`src/rtl/ram_arbiter2.sv`:
```
// ram_arbiter2: round-robin arbiter sharing one sp_ram port between two masters, one transaction in flight.
// Optional macro RAM_ARB_PERF_EN adds saturating grant/conflict performance counters.
module ram_arbiter2 #(
  parameter int WIDTH      = 128,
  parameter int ADDR_WIDTH = 27,
  parameter int MASK_WIDTH = WIDTH / 8
) (
  input  logic                  clk,
  input  logic                  rst,
  input  logic [ADDR_WIDTH-1:0] m0_addr,
  input  logic [WIDTH-1:0]      m0_din,
  input  logic [MASK_WIDTH-1:0] m0_mask,
  input  logic                  m0_re,
  input  logic                  m0_we,
  output logic [WIDTH-1:0]      m0_dout,
  output logic                  m0_ready,
  input  logic [ADDR_WIDTH-1:0] m1_addr,
  input  logic [WIDTH-1:0]      m1_din,
  input  logic [MASK_WIDTH-1:0] m1_mask,
  input  logic                  m1_re,
  input  logic                  m1_we,
  output logic [WIDTH-1:0]      m1_dout,
  output logic                  m1_ready,
  output logic [ADDR_WIDTH-1:0] ram_addr,
  output logic [WIDTH-1:0]      ram_din,
  output logic [MASK_WIDTH-1:0] ram_mask,
  output logic                  ram_re,
  output logic                  ram_we,
  input  logic [WIDTH-1:0]      ram_dout,
  input  logic                  ram_ready
`ifdef RAM_ARB_PERF_EN
  ,
  output logic [31:0]           grant0_count,
  output logic [31:0]           grant1_count,
  output logic [31:0]           conflict_count
`endif
);

  typedef enum logic [1:0] {IDLE = 2'd0, BUSY = 2'd1, RESP = 2'd2} state_t;

  state_t                state_r, state_nxt_s;
  logic                  last_grant_r, last_grant_nxt_s;
  logic                  owner_r, owner_nxt_s;
  logic [ADDR_WIDTH-1:0] addr_nxt_s;
  logic [WIDTH-1:0]      din_nxt_s;
  logic [MASK_WIDTH-1:0] mask_nxt_s;
  logic                  re_nxt_s, we_nxt_s;
  logic                  m0_ready_nxt_s, m1_ready_nxt_s;
  logic [WIDTH-1:0]      m0_dout_nxt_s, m1_dout_nxt_s;
  logic                  req0_s, req1_s, pick_m1_s, grant_s;

  assign req0_s    = m0_re | m0_we;
  assign req1_s    = m1_re | m1_we;
  // m1 wins when it is the only requester, or on a tie when m0 was served last
  assign pick_m1_s = req1_s & (~req0_s | ~last_grant_r);
  assign grant_s   = (state_r == IDLE) & (req0_s | req1_s);

  // Next-state and next-output logic for the arbiter FSM
  always_comb begin
    state_nxt_s      = state_r;
    last_grant_nxt_s = last_grant_r;
    owner_nxt_s      = owner_r;
    addr_nxt_s       = ram_addr;
    din_nxt_s        = ram_din;
    mask_nxt_s       = ram_mask;
    re_nxt_s         = ram_re;
    we_nxt_s         = ram_we;
    m0_ready_nxt_s   = 1'b0;
    m1_ready_nxt_s   = 1'b0;
    m0_dout_nxt_s    = m0_dout;
    m1_dout_nxt_s    = m1_dout;
    case (state_r)
      IDLE: begin
        re_nxt_s = 1'b0;
        we_nxt_s = 1'b0;
        if (grant_s) begin
          state_nxt_s      = BUSY;
          owner_nxt_s      = pick_m1_s;
          last_grant_nxt_s = pick_m1_s;
          if (pick_m1_s) begin
            addr_nxt_s = m1_addr;
            din_nxt_s  = m1_din;
            mask_nxt_s = m1_mask;
            we_nxt_s   = m1_we;
            re_nxt_s   = m1_re & ~m1_we;
          end else begin
            addr_nxt_s = m0_addr;
            din_nxt_s  = m0_din;
            mask_nxt_s = m0_mask;
            we_nxt_s   = m0_we;
            re_nxt_s   = m0_re & ~m0_we;
          end
        end else begin
          state_nxt_s = IDLE;
        end
      end
      BUSY: begin
        if (ram_ready) begin
          state_nxt_s = RESP;
          re_nxt_s    = 1'b0;
          we_nxt_s    = 1'b0;
          // Read data is only captured for reads; writes keep the old dout
          if (owner_r) begin
            m1_ready_nxt_s = 1'b1;
            if (ram_re) begin
              m1_dout_nxt_s = ram_dout;
            end else begin
              m1_dout_nxt_s = m1_dout;
            end
          end else begin
            m0_ready_nxt_s = 1'b1;
            if (ram_re) begin
              m0_dout_nxt_s = ram_dout;
            end else begin
              m0_dout_nxt_s = m0_dout;
            end
          end
        end else begin
          state_nxt_s = BUSY;
        end
      end
      RESP: begin
        state_nxt_s = IDLE;
      end
      default: begin
        state_nxt_s = IDLE;
        re_nxt_s    = 1'b0;
        we_nxt_s    = 1'b0;
      end
    endcase
  end

  // State and registered-output update with synchronous reset
  always_ff @(posedge clk) begin
    if (rst) begin
      state_r      <= IDLE;
      last_grant_r <= 1'b1;
      owner_r      <= 1'b0;
      ram_addr     <= {ADDR_WIDTH{1'b0}};
      ram_din      <= {WIDTH{1'b0}};
      ram_mask     <= {MASK_WIDTH{1'b0}};
      ram_re       <= 1'b0;
      ram_we       <= 1'b0;
      m0_ready     <= 1'b0;
      m1_ready     <= 1'b0;
      m0_dout      <= {WIDTH{1'b0}};
      m1_dout      <= {WIDTH{1'b0}};
    end else begin
      state_r      <= state_nxt_s;
      last_grant_r <= last_grant_nxt_s;
      owner_r      <= owner_nxt_s;
      ram_addr     <= addr_nxt_s;
      ram_din      <= din_nxt_s;
      ram_mask     <= mask_nxt_s;
      ram_re       <= re_nxt_s;
      ram_we       <= we_nxt_s;
      m0_ready     <= m0_ready_nxt_s;
      m1_ready     <= m1_ready_nxt_s;
      m0_dout      <= m0_dout_nxt_s;
      m1_dout      <= m1_dout_nxt_s;
    end
  end

`ifdef RAM_ARB_PERF_EN
  // Saturating grant and conflict counters
  always_ff @(posedge clk) begin
    if (rst) begin
      grant0_count   <= 32'd0;
      grant1_count   <= 32'd0;
      conflict_count <= 32'd0;
    end else begin
      if (grant_s && !pick_m1_s && (grant0_count != 32'hFFFF_FFFF)) begin
        grant0_count <= grant0_count + 32'd1;
      end
      if (grant_s && pick_m1_s && (grant1_count != 32'hFFFF_FFFF)) begin
        grant1_count <= grant1_count + 32'd1;
      end
      if ((state_r == IDLE) && req0_s && req1_s && (conflict_count != 32'hFFFF_FFFF)) begin
        conflict_count <= conflict_count + 32'd1;
      end
    end
  end
`endif

endmodule

```
`config.mk`:
```
export PLATFORM = sky130hd
export DESIGN_NAME = ram_arbiter2
export DESIGN_NICKNAME = d
export VERILOG_FILES = /design/src/rtl/ram_arbiter2.sv
export SDC_FILE = /design/constraint.sdc
export NUM_CORES = 1
export LEC_CHECK = 0
export BUFFER_PORTS_ARGS = -buffer_cell sky130_fd_sc_hd__buf_2
export CAP_MARGIN = 0
export CORE_AREA = 4 4 348 350
export CTS_CLUSTER_DIAMETER = 150
export DETAILED_ROUTE_END_ITERATION = 8
export DIE_AREA = 0 0 352 354
export PLACE_DENSITY = 0.47
export SLEW_MARGIN = 10
export SYNTH_ARGS = -nofsm -noshare
export SYNTH_HDL_FRONTEND = slang
export SYNTH_SLANG_ARGS = --single-unit
```
`constraint.sdc`:
```
create_clock -name clk -period 1.5 [get_ports clk]
set_input_delay 0.075 -clock clk [delete_from_list [all_inputs] [get_ports clk]]
set_output_delay 0.075 -clock clk [all_outputs]
set_load 0.05 [all_outputs]
```
==> metrics.txt <==
Setup Skew=between 0.02 and 0.03 ns; total gr overflow=0; synth top area cells=dfxtp_1 (45%), mux2i_1 (13%), a311oi_2 (13%); Final WS setup=-0.06370 ns; minimum clock period=between 1.5 and 2 ns; HP Start=m1_re; post-synth top area cell=dfxtp_1; IO Port Bufs=just over 900; Sw Share=0.3356; leak pwr=16.09 nW; dpl cells=4404; Hold Vio Cnt, Final=0; Initial Utilization=0.1659; routed wire length=roughly 110000 microns; Seq/Total Area, Yosys=0.4457; Comb pwr share=0.312; Power Dens Cells=1037 nW/um^2; RSZ-0062 raised after global routing=yes; max frequency=639.5 MHz; status=finished, violations left; Psw=about 13 mW; DR DRC count=0; Die Span Y=around 350 microns; R2R depth=7; CP required=slightly above 2 ns; core box area=~120000 sq um; Unique masters post-synth=38; Worst setup EP type=register; slowest CP cell=dfxtp_4; hold endpoint=ram_we$_SDFFE_PP0P_; Max Fanout on Critical Path=6; number of global-route vias before repair=between 20000 and 25000; Vias=21940; Final Cycle Share=1.042; Hold Crit Depth=5; share of the synthesized area in the top cell type=0.4457; antenna-violating nets left=0; crit-path max cell delay=roughly 0.37 ns; Total Routing Usage GR=0.1574; dpl cell area=~27000 sq um; met2 wire length=~55000 microns; worst skew pair latency=between 0.6 and 0.7 ns; worst-margin pin slew=between 0.5 and 0.6 ns; Hold Slack=~0.12 ns; Final Cell Area=approximately 36000 sq um; final net count=between 3000 and 4000; GP Congestion=between 0.8 and 0.9; Worst path most repeated cell=buf_6; DR WL/cell=21.93 microns; Hold Crit Class=input port to register; Worst setup SP type=register; Post-synth ARST share=0; first-pass GRT wire length=149200 microns; Clock power frac=0.352; Int Pwr=25.14 mW; metal3 WL=7655 microns; syn nets=between 2000 and 2500; CTS tree=yes; DR top layer=met5; max-cap viol count=0; Post-synth top flop=dfxtp_1; reg2reg end=ram_din[92]$_SDFFE_PP0P_; Mapped Cells=slightly above 2000; drt first pass iters=5; count leader, synth=dfxtp_1; Filler cells=between 10000 and 15000; Synth-to-Final Area Change=86.71%; Site Rows=approximately 130; Seq pwr share=0.336; CTS Buffer Depth=3; H-Tree Level Count=2; initial antenna violation count=10; failing checks=setup timing; Die ar.=between 100000 and 150000 sq um; Final Power=37.83 mW; max_slew headroom=0.6406; Post-Layout Cell Count=5090; CP Class=register to register; Iter 0 DRT Violations=approximately 1300; top post-synthesis cells by count=dfxtp_1 (435), nand2_1 (385), mux2i_1 (256), a21oi_1 (173), nand3b_1 (172); routed via count divided by cell count=around 4.3; Yosys warnings=0; CTS root buf=clkbuf_16; wl on met1=44350 microns; final max-slew violation count=0; clk sink count=between 400 and 500; largest net degree at the start of global routing=60; Final Util=0.3098; reg2reg start=last_grant_r$_SDFFE_PP1P_; layout cells sized above 1=0.4208; Max VDD drop=approximately 760 uV; num ports=around 900; Final Setup Violations=between 150 and 200; worst path cell trace=buf_6 > o21ai_4 > buf_6 > buf_12 > clkbuf_16 > nand3b_1 > a311oi_2; EDFF count, synth=0; clk slew on worst S/H paths=~0.060 ns; CTS buffer count=54; FF-to-FF setup slack=-0.06 ns; hpwl dp=roughly 75000 microns; chip width=roughly 350 microns; Arr. time, crit path=2.11 ns; syn_area_per_cell=9.692 sq um; Seq cells post-synth=435; Post-Synthesis Cell Area=between 15000 and 20000 sq um
[timing repair]
| action | 4_1_cts | 5_1_grt |
|---|---|---|
| pin swaps | 43 | 131 |
| endpoints found under the hold margin | 435 | 0 |
| setup endpoints to repair | 366 | 261 |
| gates resized for setup | 84 | 154 |
| setup buffers | 23 | 19 |
| hold buffers | 476 | 0 |
| gates cloned | 17 | 61 |
[worst max-delay path by stage]
stage	startpoint	endpoint	slack [ns]	cells past startpoint
floorplan	state_r[0]$_SDFF_PP0_	m1_dout[125]$_SDFFE_PP0P_	-0.0006	6
global placement	m0_we	ram_din[122]$_SDFFE_PP0P_	-0.16	6
finish	last_grant_r$_SDFFE_PP1P_	ram_din[92]$_SDFFE_PP0P_	-0.06	7
CTS	last_grant_r$_SDFFE_PP1P_	ram_din[16]$_SDFFE_PP0P_	-0.09	8
detailed placement	m0_we	ram_din[122]$_SDFFE_PP0P_	-0.17	6
global route	state_r[0]$_SDFF_PP0_	ram_addr[17]$_SDFFE_PP0P_	-0.14	6
[through the flow]
step	worst slack [ns]	TNS [ns]
3_5_place_dp	-0.1693	-23.32
2_1_floorplan	-0.0005781	-0.01734
6_report	-0.06370	-4.802
5_1_grt	-0.1449	-20.18
4_1_cts	-0.09468	-5.482
3_3_place_gp	-0.1563	-17.81
[cells in the final DEF (no fill, tap or decap), drive strengths merged, types with 140 or more instances in the layout]
cell and instances:
dfxtp 435, a21oi 173, o21ai 172, nand2 385, buf 1121, mux2i 256
nand3b 172, clkbuf 140, a311oi 171, dlygate4sd3 475
[area by class of cell]
cell class | instances | area (sq um) | share of cell area
Timing Repair Buffer | 1655 | 13940 | 0.3821
Multi-Input combinational cell | 1357 | 10100 | 0.2767
Sequential cell | 435 | 8721 | 0.2391
Tap cell | 1536 | 1922 | 0.05268
Clock buffer | 82 | 1578 | 0.04325
Clock inverter | 15 | 188.9 | 0.005179
Antenna cell | 8 | 20.02 | 0.0005488
Inverter | 2 | 15.01 | 0.0004116
[worst max-delay path: cells and delay by family (launching register included)]
family	cells	cell delay (ns)
AOI/OAI and AO/OA	2	0.34
buffers and inverters	4	0.62
DFF	1	0.37
and+or+nand+nor	1	0.11
[logic make-up (layout without fill, tap and decap cells)]
family,Yosys count,count (layout),share of synthesized area
AO/OA/AOI/OAI,526,527,0.2239
buffers and inverters,225,1754,0.05309
flip-flops,435,435,0.4457
multiplexers,256,256,0.1311
other,0,8,0
AND/OR/NAND/NOR,574,574,0.1461
[registers in the layout, summed over array words and instances, names as in the netlist, 2 cells and up]
register	count
ram_mask	16
ram_addr	27
m1_dout	128
ram_din	128
m0_dout	128
state_r	2
[power by group through the flow]
stage	Clock, mW	Combinational (mW)	Sequential (mW)
after floorplan	0	3.04	15.1
after global placement	0	8.52	12.9
after detailed placement	0	8.53	12.9
after CTS	13.8	10.4	12.6
after global routing	14.2	12.4	12.7
final	13.3	11.8	12.7
[per-layer routing]
| metal | vias up | track usage |
|---|---|---|
| met2 | 949 | 0.2759 |
| met4 | 2 | 0.06737 |
| met5 | - | 0 |
| li1 | 10290 | - |
| met3 | 215 | 0.03910 |
| met1 | 10490 | 0.1818 |
Power figures use the tool's default switching activity.
